File: src/rtl/mul6_sched_pkg.sv
// Purpose: shared types and widths for the round-robin 6x6 multiplier scheduler.
// Latency: n/a (declarations only).
// Backpressure: n/a (declarations only).
package mul6_sched_pkg;

    // Scheduler control states
    typedef enum logic [1:0] {
        IDLE = 2'd0,
        BUSY = 2'd1,
        RESP = 2'd2
    } state_t;

    // Operand and product widths of the attached array multiplier
    localparam int OPW = 6;
    localparam int PW  = 12;

    // Register stages inside the default multiplier build
    localparam int DEF_MUL_LAT = 7;

endpackage

File: src/rtl/mul6_rr_arb.sv
// Purpose: round-robin pick of one requester, searching upward from last_grant+1.
// Latency: purely combinational, zero cycles.
// Backpressure: none; the caller decides whether the grant is consumed.
module mul6_rr_arb #(
    parameter int NREQ = 4,
    parameter int IDW  = $clog2(NREQ)
) (
    input  logic [NREQ-1:0] req,
    input  logic [IDW-1:0]  last_grant,
    output logic [NREQ-1:0] gnt,
    output logic [IDW-1:0]  idx
);

    logic           found;
    logic [IDW-1:0] cidx;
    int             cand;

    // Walk the requesters in rotating order; the first set bit after last_grant wins
    always_comb begin
        gnt   = '0;
        idx   = '0;
        found = 1'b0;
        cand  = 0;
        cidx  = '0;
        for (int off = 1; off <= NREQ; off++) begin
            cand = (int'(last_grant) + off) % NREQ;
            cidx = IDW'(cand);
            if (!found && req[cidx]) begin
                found     = 1'b1;
                gnt[cidx] = 1'b1;
                idx       = cidx;
            end
        end
    end

endmodule

File: src/rtl/mul6_rr_sched.sv
// Purpose: shares one external pipelined 6x6 multiplier among NREQ requesters, round-robin.
// Latency: rsp_valid MUL_LAT+1 edges after the accepting edge (one operation in flight).
// Backpressure: result held in RESP until rsp_ready; no new grant until that handshake.
// Optional build: MUL6_SCHED_ZERO_SKIP_EN short-cuts zero-operand grants straight to RESP.
module mul6_rr_sched
    import mul6_sched_pkg::*;
#(
    parameter int NREQ    = 4,
    parameter int MUL_LAT = DEF_MUL_LAT
) (
    input  logic                     clk,
    input  logic                     rst_n,
    input  logic [NREQ-1:0]          req_valid,
    output logic [NREQ-1:0]          req_ready,
    input  logic [NREQ*OPW-1:0]      req_a,
    input  logic [NREQ*OPW-1:0]      req_b,
    output logic                     rsp_valid,
    input  logic                     rsp_ready,
    output logic [$clog2(NREQ)-1:0]  rsp_id,
    output logic [PW-1:0]            rsp_p,
    output logic [OPW-1:0]           mul_a,
    output logic [OPW-1:0]           mul_b,
    input  logic [PW-1:0]            mul_p,
    output logic                     busy
);

    localparam int IDW = $clog2(NREQ);
    localparam int CW  = $clog2(MUL_LAT + 1);

    state_t          state;
    state_t          state_nxt;
    logic [CW-1:0]   cnt;
    logic [IDW-1:0]  last_grant;
    logic [IDW-1:0]  id_q;
    logic [IDW-1:0]  arb_idx;
    logic [NREQ-1:0] arb_gnt;
    logic [OPW-1:0]  sel_a;
    logic [OPW-1:0]  sel_b;
    logic            accept;
    logic            zero_skip;
    logic            cnt_done;

    mul6_rr_arb #(
        .NREQ (NREQ),
        .IDW  (IDW)
    ) u_arb (
        .req        (req_valid),
        .last_grant (last_grant),
        .gnt        (arb_gnt),
        .idx        (arb_idx)
    );

    // AND-OR mux of the granted requester's operands using the one-hot grant
    always_comb begin
        sel_a = '0;
        sel_b = '0;
        for (int i = 0; i < NREQ; i++) begin
            sel_a = sel_a | ({OPW{arb_gnt[i]}} & req_a[i*OPW +: OPW]);
            sel_b = sel_b | ({OPW{arb_gnt[i]}} & req_b[i*OPW +: OPW]);
        end
    end

    // The multiplier output is valid once the operands have been stable for MUL_LAT stages
    assign cnt_done = (cnt == CW'(MUL_LAT));

    // Control state register
    always_ff @(posedge clk or negedge rst_n) begin
        if (!rst_n) begin
            state <= IDLE;
        end else begin
            state <= state_nxt;
        end
    end

    // Next-state and grant decode; req_ready can only be non-zero while IDLE
    always_comb begin
        state_nxt = state;
        accept    = 1'b0;
        zero_skip = 1'b0;
        req_ready = '0;
        case (state)
            IDLE: begin
                if (|req_valid) begin
                    accept    = 1'b1;
                    req_ready = arb_gnt;
`ifdef MUL6_SCHED_ZERO_SKIP_EN
                    if ((sel_a == '0) || (sel_b == '0)) begin
                        zero_skip = 1'b1;
                        state_nxt = RESP;
                    end else begin
                        state_nxt = BUSY;
                    end
`else
                    state_nxt = BUSY;
`endif
                end
            end
            BUSY: begin
                if (cnt_done) begin
                    state_nxt = RESP;
                end
            end
            RESP: begin
                if (rsp_ready) begin
                    state_nxt = IDLE;
                end
            end
            default: begin
                state_nxt = IDLE;
            end
        endcase
    end

    // Operand hold, latency count and result capture; operands only change on a real grant
    always_ff @(posedge clk or negedge rst_n) begin
        if (!rst_n) begin
            cnt        <= '0;
            last_grant <= IDW'(NREQ - 1);
            id_q       <= '0;
            mul_a      <= '0;
            mul_b      <= '0;
            rsp_p      <= '0;
            rsp_id     <= '0;
        end else begin
            if (accept) begin
                last_grant <= arb_idx;
                id_q       <= arb_idx;
                cnt        <= '0;
                if (zero_skip) begin
                    rsp_p  <= '0;
                    rsp_id <= arb_idx;
                end else begin
                    mul_a <= sel_a;
                    mul_b <= sel_b;
                end
            end else if (state == BUSY) begin
                if (cnt_done) begin
                    rsp_p  <= mul_p;
                    rsp_id <= id_q;
                    cnt    <= '0;
                end else begin
                    cnt <= cnt + CW'(1);
                end
            end
        end
    end

    // Status outputs decoded from the state register
    assign rsp_valid = (state == RESP);
    assign busy      = (state != IDLE);

endmodule
File: config.mk
export PLATFORM = sky130hd
export DESIGN_NAME = mul6_rr_sched
export DESIGN_NICKNAME = d
export VERILOG_FILES = /design/src/rtl/mul6_sched_pkg.sv /design/src/rtl/mul6_rr_arb.sv /design/src/rtl/mul6_rr_sched.sv
export SDC_FILE = /design/constraint.sdc
export NUM_CORES = 1
export LEC_CHECK = 0
export ABC_AREA = 0
export CAP_MARGIN = 20
export CORE_MARGIN = 10
export CORE_UTILIZATION = 38
export DETAILED_ROUTE_END_ITERATION = 12
export GPL_ROUTABILITY_DRIVEN = 1
export PLACE_DENSITY_LB_ADDON = 0.1
export SLEW_MARGIN = 5
export SYNTH_ARGS = -nofsm -noshare
export SYNTH_HDL_FRONTEND = slang
export SYNTH_HIERARCHICAL = 1
export SYNTH_SLANG_ARGS = --single-unit
File: constraint.sdc
create_clock -name clk -period 2.85 [get_ports clk]
set_input_delay 0.57 -clock clk [delete_from_list [all_inputs] [get_ports clk]]
set_output_delay 0.57 -clock clk [all_outputs]
set_load 0.02 [all_outputs]
==> flow_metrics.py, run 1 <==
metrics = {
    "final_layout": {
        "area_delta_synth_final_pct": 63.69,
        "layout-drive-gt1-share_pct": 31.06,
        "postLayoutCoreUtil_pct": 64.67,
        "fin_nets": 398,
        "antenna_cells": 0,
        "final_common_cell": "clkdlybuf4s50_1",
        "mostFrequentLayoutCells": "clkdlybuf4s50_1, dfrtp_1, buf_4",
    },
    "route": {
        "viasPerCell": 5.099,
        "dr.pass1.iters": 4,
        "drtAntennaViolNets": 0,
        "post-route-drc-count": 0,
        "routed-via-count": 2009,
        "drt_iter0_drc": 130,
        "wl_per_cell_um": 17.33,
        "routed_wl_um": 6829,
    },
    "timing": {
        "setup_viol": 4,
        "relSlewSlack_pct": 47.38,
        "fmaxAchievable_ghz": 0.3380,
        "period_needed_ns": 2.959,
        "rsz0062_at_grt": "yes",
        "final-hold-violation-count": 0,
        "setup_tns_ns": -0.2370,
        "min_period_over_period_pct": 103.8,
        "tightest_slew_ns": 0.7893,
        "timing.final.ws_setup_ns": -0.1089,
        "skew_ns": 0.007473,
        "slew_violations": 0,
    },
    "worst_setup_path": {
        "end_kind": "primary output",
        "critPathBufInv": 3,
        "r2r_end": "mul_a[5]",
        "required_ns": 2.28,
        "ff2ff_path_depth": 10,
        "start_kind": "flop",
        "slowest_delay_ns": 0.59,
        "crit_slowest_cell": "dfstp_2",
        "cp_common_cell": "buf_6",
        "reg2reg_slack_ns": 0.19,
        "rr_startpoint": "last_grant[0]",
        "cp_cell_sequence": "buf_12 -> mux4_2 -> buf_6 -> nand2_2 -> o21ai_2 -> a221o_1 -> and2_4 -> buf_6",
        "worstPathMaxFanout": 5,
        "critPathTopFamily": "flip-flops",
        "criticalPathCategory": "flop to primary output",
        "cp.arrival_ns": 2.39,
    },
    "global_routing": {
        "busiest_layer": "met2",
        "grt_pass1_vias": 2145,
        "grt_max_degree": 36,
        "grtUsageMet2_pct": 23.15,
        "track_usage_pct": 14.56,
        "antenna_found_initial": 0,
        "grt_pass1_wl_um": 10670,
        "use_met1_pct": 18.05,
        "gr-usage-met3_pct": 5.214,
        "grt-ovfl-total": 0,
    },
    "cts": {
        "cts_inserted_buffers": 5,
        "clk_latency_ns": 0.29,
        "root_buffer": "clkbuf_8",
        "clk_pin_slew_ns": 0.08,
        "ctsHtreeMaxLevel": 2,
        "cts_sinks": 35,
        "cts_max_path_buffers": 2,
        "cts_hold_buffers": 0,
        "cts_tree": "built",
    },
    "die": {
        "floorplan.rows": 27,
        "placeableCoreArea_um2": 5574,
        "die_h_um": 96.13,
        "die_width_um": 96.13,
        "ioPinCount": 99,
        "start_util_pct": 39.51,
        "die_area_um2": 9240,
    },
    "synth": {
        "synth.avg_cell_area_um2": 11.47,
        "netlist_top_cells_area": "dfrtp_1, mux2_2, mux2_4, a22oi_1, ha_1",
        "synth_edf_count": 0,
        "async_reset_ff_share_pct": 100.0,
        "syn_nets": 269,
        "yosysWarningCount": 6,
        "ys_ff_latch": 35,
        "synth-main-ff-cell": "dfrtp_1",
        "netlist_area_um2": 2202,
        "synth_top_cell_by_area": "dfrtp_1",
        "yosysSeqAreaShare_pct": 39.89,
        "synthesis.instances": 192,
        "synth_top_area_share_pct": 37.50,
        "synthDistinctLibCells": 40,
    },
    "pwr": {
        "leakage_nw": 1.578,
        "power_density_nw_per_um2": 1177,
        "p_int_mw": 2.512,
        "irDropWorstVdd_uv": 538.0,
        "power.switching_mw": 1.729,
        "seqPwrFrac_pct": 21.2,
        "switching_share_pct": 40.77,
        "clkPwrFrac_pct": 8.3,
        "comb_power_share_pct": 70.5,
    },
    "place": {
        "hpwlAfterDp_um": 5222,
        "gp_routability_congestion": 0.8546,
        "portBuffers": 98,
    },
    "min_path": {
        "hp-class": "input port to asynchronous set/reset pin",
    },
    "status": {
        "status": "finished, violations left",
        "violations": "setup timing",
    },
    "run": {
        "max-cap-violations": 0,
    },
}
[timing repair]
action / in CTS / in global routing
gates resized for setup: 32 / 2
pin swaps: 4 / 5
setup endpoints to repair: 4 / 4
gates cloned: 1 / 0
setup buffers: 4 / 0
[synth_stat cells, drive strengths merged (2+ instances only)]
cell type  count
dfrtp         33
mux2          31
nand2         27
a22oi         26
o21ai         12
ha            10
buf            6
a221o          4
and2           4
clkbuf         4
inv            4
nor2           4
and2b          3
a21oi          2
and3b          2
dfstp          2
mux4           2
nand2b         2
[registers in the layout (all words and copies together), names as in the netlist]
| register | cells |
|---|---|
| state | 2 |
| rsp_p | 12 |
| mul_b | 6 |
| id_q | 2 |
| mul_a | 6 |
| cnt | 3 |
| rsp_id | 2 |
| last_grant | 2 |
[metrics by stage]
stage	hold WS, ns	instance area [um^2]	power, mW	worst slack (ns)	instances
after global routing	0.4089	3605	4.551	-0.1891	394
after detailed placement	0.4946	3430	3.776	-0.6086	381
final	0.3513	3605	4.242	-0.1089	394
after floorplan	0.2744	2268	2.795	0.03433	192
after CTS	0.3939	3605	4.279	-0.1248	394
after global placement	0.4858	3430	3.750	-0.5563	381
[worst register-to-register path, delay by kind of cell (launching register included)]
kind	cells	cell delay, ns
AND/OR/NAND/NOR	2	0.13
flip-flops	1	0.59
multiplexers	2	0.84
buffers and inverters	3	0.47
AO/OA/AOI/OAI	3	0.51
[final cells by class]
class | instances | area [um^2]
timing repair buffer | 131 | 1240
clock buffer | 6 | 72.57
multi-input combinational | 143 | 1292
fill | 458 | 1969
tap | 72 | 90.09
sequential | 35 | 878.3
clock inverter | 2 | 12.51
inverter | 5 | 18.77
[worst max path at each step]
| stage | start | end | slack [ns] | depth (start not counted) |
|---|---|---|---|---|
| after detailed placement | req_valid[0] | req_ready[2] | -0.61 | 6 |
| after floorplan | last_grant[0] | req_ready[0] | 0.03 | 9 |
| final | last_grant[0] | req_ready[1] | -0.11 | 8 |
| after CTS | last_grant[0] | req_ready[1] | -0.12 | 8 |
| after global placement | req_valid[0] | req_ready[3] | -0.56 | 6 |
| after global routing | last_grant[0] | req_ready[1] | -0.19 | 8 |
[logic make-up (layout without fill, tap and decap cells)]
family                   after synthesis  count (layout)  synth area share, %
buffers and inverters                 15             144                4.431
multiplexers                          33              34                20.11
AND/OR/NAND/NOR                       47              47                11.70
flip-flops                            35              35                39.89
AO/OA/AOI/OAI                         52              52                18.18
adder cells (fa/ha/maj)               10              10                5.682
[power groups by stage]
stage	combinational, mW	clock, mW	sequential (mW)
floorplan	1.65	0	1.14
global placement	2.85	0	0.904
detailed placement	2.86	0	0.919
CTS	3.01	0.366	0.901
global route	3.23	0.390	0.935
finish	2.99	0.352	0.898
[metal layers]
layer | up-vias | wire length, um
met1 | 940 | 3069
met2 | 87 | 3064
met4 | 0 | 48
li1 | 976 | -
met5 | - | 0
met3 | 6 | 646
Note: power is estimated with default switching activity, not from simulation.
==> run 2, diff against run 1 <==
- CORE_UTILIZATION: 38 -> 40
- DONT_BUFFER_PORTS: unset -> 1
- TNS_END_PERCENT: unset -> 5
==> run 2 against run 1 <==
The flow still finishes with violations (setup timing). Critical path depth is 1 lower. Global-route usage is 1.4 points lower. Maximum frequency increased by 3.7%. Routed wire length decreased by 9.7%. Sequential share of layout area is 10 points higher. Final cell count fell by 28%. Power is 11% lower. Clock power about the same. Largest cell class unchanged.
==> flow_metrics.py, run 2 (synthesis results as in run 1) <==
metrics = {
    "final_layout": {
        "mostFrequentLayoutCells": "dfrtp_1, nand2_1, a22oi_1, buf_4, mux2_2",
        "largest_reg_flops": 12,
        "reg_top3": "rsp_p x12, mul_a x6, mul_b x6",
        "antenna_cells": 0,
        "regMostFlops": "rsp_p",
        "fillers": 491,
        "final_common_cell": "dfrtp_1",
        "layout-drive-gt1-share_pct": 41.51,
        "fin_nets": 288,
        "area_delta_synth_final_pct": 15.85,
        "postLayoutCoreUtil_pct": 48.71,
    },
    "pwr": {
        "power_density_nw_per_um2": 1472,
        "leakage_nw": 1.121,
        "irDropWorstVdd_uv": 557.0,
    },
    "cts": {
        "cts_inserted_buffers": 5,
        "cts_sinks": 35,
        "cts_tree": "built",
        "clk_pin_slew_ns": 0.07,
        "ctsHtreeMaxLevel": 2,
        "clk_latency_ns": 0.29,
        "root_buffer": "clkbuf_8",
        "cts_max_path_buffers": 2,
    },
    "worst_setup_path": {
        "end_kind": "primary output",
        "worstPathMaxFanout": 5,
        "startpoint": "last_grant[0]",
        "cp.arrival_ns": 2.28,
        "reg2reg_slack_ns": 0.10,
        "required_ns": 2.28,
        "criticalPathCategory": "flop to primary output",
        "r2r_end": "mul_a[1]",
        "ff2ff_path_depth": 11,
        "rr_startpoint": "last_grant[0]",
        "start_kind": "flop",
    },
    "timing": {
        "tightest_slew_ns": 0.3676,
        "final-hold-violation-count": 0,
        "fin_hold_ws_ns": 0.1099,
        "period_needed_ns": 2.854,
        "slew_violations": 0,
        "fmaxAchievable_ghz": 0.3503,
        "setup_viol": 1,
        "timing.final.ws_setup_ns": -0.004359,
        "relSlewSlack_pct": 75.41,
        "skew_ns": 0.005430,
        "setup_tns_ns": -0.004359,
        "min_period_over_period_pct": 100.2,
        "rsz0062_at_grt": "yes",
    },
    "die": {
        "die_area_um2": 8873,
        "placeableCoreArea_um2": 5238,
        "ioPinCount": 99,
        "die_h_um": 94.20,
        "die_width_um": 94.20,
        "floorplan.rows": 26,
        "start_util_pct": 42.04,
    },
    "global_routing": {
        "use_met1_pct": 15.98,
        "grt_pass1_wl_um": 9225,
        "grt_max_degree": 34,
        "grt-ovfl-total": 0,
        "busiest_layer": "met2",
        "grt_pass1_vias": 1611,
        "track_usage_pct": 13.12,
        "antenna_found_initial": 0,
        "grtUsageMet2_pct": 20.82,
        "gr-usage-met3_pct": 4.396,
    },
    "place": {
        "portBuffers": 0,
        "hpwlAfterDp_um": 4524,
        "gp_routability_congestion": 0.8401,
    },
    "route": {
        "post-route-drc-count": 0,
        "drt_iter0_drc": 79,
        "viasPerCell": 5.823,
        "wl_per_cell_um": 21.87,
        "dr.pass1.iters": 4,
        "drtAntennaViolNets": 0,
        "routed_wl_um": 6166,
        "routed-via-count": 1642,
    },
    "min_path": {
        "hp-class": "input port to asynchronous set/reset pin",
    },
    "run": {
        "max-cap-violations": 0,
    },
    "status": {
        "status": "finished, violations left",
        "violations": "setup timing",
    },
}
[run 2: cell count changes in the layout (fill, tap and decap cells not counted), sizes merged]
cell and change:
clkdlybuf4s50 -89, buf -17, dlygate4sd2 -4
[run 2: repair_timing]
item / 4_1_cts / 5_1_grt
endpoints found under the hold margin: 33 / 0
hold buffers: 1 / 0
resized for setup: 2 / 8
buffers inserted: 7 / 4
gates cloned: 1 / 0
pin swaps: 4 / 4
endpoints found under the setup margin: 7 / 16
[run 2: cell type report]
cell class	count	area [um^2]	share of cell area [%]
Sequential cell	35	878.3	34.43
Inverter	5	21.27	0.8337
Clock inverter	2	12.51	0.4904
Clock buffer	6	72.57	2.845
Multi-Input combinational cell	143	1309	51.30
Tap cell	70	87.58	3.433
Timing Repair Buffer	21	170.2	6.670
[run 2: layer usage]
layer  routed length (um)  vias up
met5                    0        -
met4                   87        0
met3                  630        6
met2                 3061       70
met1                 2387      814
li1                     -      752
[run 2: worst max path at each step]
stage                               to  cells after the start
final                     req_ready[2]                      7
after global routing      req_ready[1]                      5
after CTS                 req_ready[2]                      7
after detailed placement      mul_a[5]                     10
after global placement        mul_b[0]                     10
after floorplan           req_ready[0]                      9
[run 2: critical path, cell delays in order (launching register included)]
cell and delay, ns:
dfstp_2 0.61, inv_4 0.06, ha_4 0.29, mux4_2 0.38
nand2_1 0.13, o21ai_2 0.06, a221o_1 0.30, and2_4 0.18
[run 2: report_power, final]
group	switching, mW	internal [mW]	leakage [nW]
registers	0.425	0.763	0.417
logic	1.05	1.16	0.663
clock network	0.183	0.171	0.0412
[run 2: through the flow]
stage | power, mW | area, um^2 | worst slack (ns) | cells
after global placement | 3.040 | 2301 | 0.1242 | 261
after global routing | 4.050 | 2551 | -0.1423 | 282
after CTS | 3.657 | 2487 | 0.002473 | 278
final | 3.755 | 2551 | -0.004359 | 282
after floorplan | 2.795 | 2268 | 0.03433 | 192
after detailed placement | 3.120 | 2301 | -0.003817 | 261
==> run 3, diff against run 2 <==
- CORE_MARGIN: 10 -> unset
==> run 3 against run 2 <==
The flow now finishes without violations. Worst setup slack better by 0.027 ns. Worst hold slack worse by 0.0038 ns. Sequential share of layout area is 0.79 points higher.
==> flow_metrics.py, run 3 (synthesis results as in run 1) <==
metrics = {
    "timing": {
        "setup_tns_ns": 0,
        "rsz0062_at_grt": "yes",
        "fmaxAchievable_ghz": 0.3537,
        "final-hold-violation-count": 0,
        "fin_hold_ws_ns": 0.1061,
        "tightest_slew_ns": 0.3843,
        "slew_violations": 0,
        "relSlewSlack_pct": 74.32,
        "setup_viol": 0,
        "skew_ns": 0.004890,
        "min_period_over_period_pct": 99.20,
        "period_needed_ns": 2.827,
    },
    "cts": {
        "cts_sinks": 35,
        "clk_pin_slew_ns": 0.07,
        "root_buffer": "clkbuf_8",
        "clk_latency_ns": 0.28,
        "cts_inserted_buffers": 5,
        "cts_tree": "built",
        "ctsHtreeMaxLevel": 2,
        "cts_max_path_buffers": 2,
    },
    "worst_setup_path": {
        "critPathTopFamily": "flip-flops",
        "criticalPathCategory": "flop to primary output",
        "ff2ff_path_depth": 11,
        "cp.arrival_ns": 2.26,
        "critPathBufInv": 1,
        "endpoint": "req_ready[0]",
        "required_ns": 2.28,
        "r2r_end": "mul_a[5]",
        "startpoint": "last_grant[0]",
        "slowest_delay_ns": 0.58,
        "end_kind": "primary output",
        "path_depth": 7,
        "cp_cell_sequence": "inv_2 -> ha_4 -> mux4_2 -> nand2_1 -> o21ai_1 -> a221o_1 -> and2_4",
        "worstPathMaxFanout": 7,
        "reg2reg_slack_ns": 0.12,
        "start_kind": "flop",
        "crit_slowest_cell": "dfstp_2",
        "rr_startpoint": "last_grant[0]",
    },
    "min_path": {
        "hp-class": "input port to asynchronous set/reset pin",
    },
    "final_layout": {
        "layout-drive-gt1-share_pct": 39.32,
        "fin_nets": 282,
        "fin_area_um2": 2494,
        "final_common_cell": "dfrtp_1",
        "area_delta_synth_final_pct": 13.24,
        "regMostFlops": "rsp_p",
        "antenna_cells": 0,
        "fillers": 488,
        "mostFrequentLayoutCells": "dfrtp_1, nand2_1, a22oi_1",
        "largest_reg_flops": 12,
        "reg_top3": "rsp_p x12, mul_a x6, mul_b x6",
        "postLayoutCoreUtil_pct": 47.91,
    },
    "global_routing": {
        "track_usage_pct": 17.86,
        "antenna_found_initial": 0,
        "grt-ovfl-total": 0,
        "grt_pass1_vias": 1735,
        "grt_max_degree": 34,
        "grt_pass1_wl_um": 8293,
    },
    "die": {
        "die_width_um": 76.20,
        "start_util_pct": 42.31,
        "die_area_um2": 5806,
        "ioPinCount": 99,
        "placeableCoreArea_um2": 5205,
        "die_h_um": 76.20,
        "floorplan.rows": 26,
    },
    "route": {
        "dr.pass1.iters": 4,
        "post-route-drc-count": 0,
        "drt_iter0_drc": 40,
        "routed-via-count": 1590,
        "routed_wl_um": 4971,
        "drtAntennaViolNets": 0,
        "viasPerCell": 5.761,
        "wl_per_cell_um": 18.01,
    },
    "place": {
        "placed_area_um2": 2301,
        "gp_routability_congestion": 0.8123,
        "hpwlAfterDp_um": 3675,
        "portBuffers": 0,
    },
    "pwr": {
        "irDropWorstVdd_uv": 472.1,
        "power_density_nw_per_um2": 1448,
        "leakage_nw": 1.087,
        "fin_total_pwr_mw": 3.610,
    },
    "run": {
        "max-cap-violations": 0,
    },
    "status": {
        "status": "finished clean",
    },
}
run 3: worst min path at each step:
stage	from	to	slack (ns)	cells past startpoint
floorplan	rst_n	cnt[0]	0.27	0
global placement	rst_n	mul_a[4]	0.28	0
detailed placement	rst_n	mul_a[3]	0.28	0
CTS	rst_n	mul_a[3]	0.1	1
global route	rst_n	mul_b[5]	0.10	1
finish	rst_n	mul_b[5]	0.11	1
run 3: per-layer routing:
| metal | up-vias | GRT usage (%) | routed length [um] |
|---|---|---|---|
| li1 | 738 | - | - |
| met1 | 762 | 20.92 | 2083 |
| met2 | 81 | 31.18 | 2435 |
| met3 | 9 | 5.629 | 376 |
| met4 | 0 | 5.385 | 76 |
| met5 | - | 0 | 0 |
run 3: through the flow:
stage	instances	setup WS, ns
global placement	261	0.1495
CTS	276	0.009110
detailed placement	261	0.07129
finish	276	0.02289
global route	276	-0.08601
floorplan	192	0.03433
run 3: what timing repair did:
| item | in CTS | in global routing |
|---|---|---|
| endpoints found under the hold margin | 33 | 0 |
| hold buffers | 1 | 0 |
| pin swaps | 1 | 3 |
| setup buffers | 6 | 0 |
| gates resized for setup | 1 | 6 |
| setup endpoints to repair | 4 | 6 |
run 3: layout make-up:
type	instances	area (um^2)	area share, %
clock buffers	5	68.82	2.760
clock inverters	3	20.02	0.8028
inverters	5	18.77	0.7526
multi-input cells	142	1271	50.98
flip-flops and latches	35	878.3	35.22
well taps	70	87.58	3.512
repair buffers	16	148.9	5.971
run 3: power by group:
part	switching, mW	internal, mW
Clock	0.183	0.170
Sequential	0.409	0.763
Combinational	1.01	1.08
Total	1.60	2.01
run 3: worst register-to-register path: cells and delay by family (launching register included):
family	cells	cell delay (ns)
multiplexers	2	0.64
AND/OR/NAND/NOR	2	0.17
adder cells (fa/ha/maj)	1	0.30
buffers and inverters	3	0.39
flip-flops	1	0.58
AO/OA/AOI/OAI	3	0.53
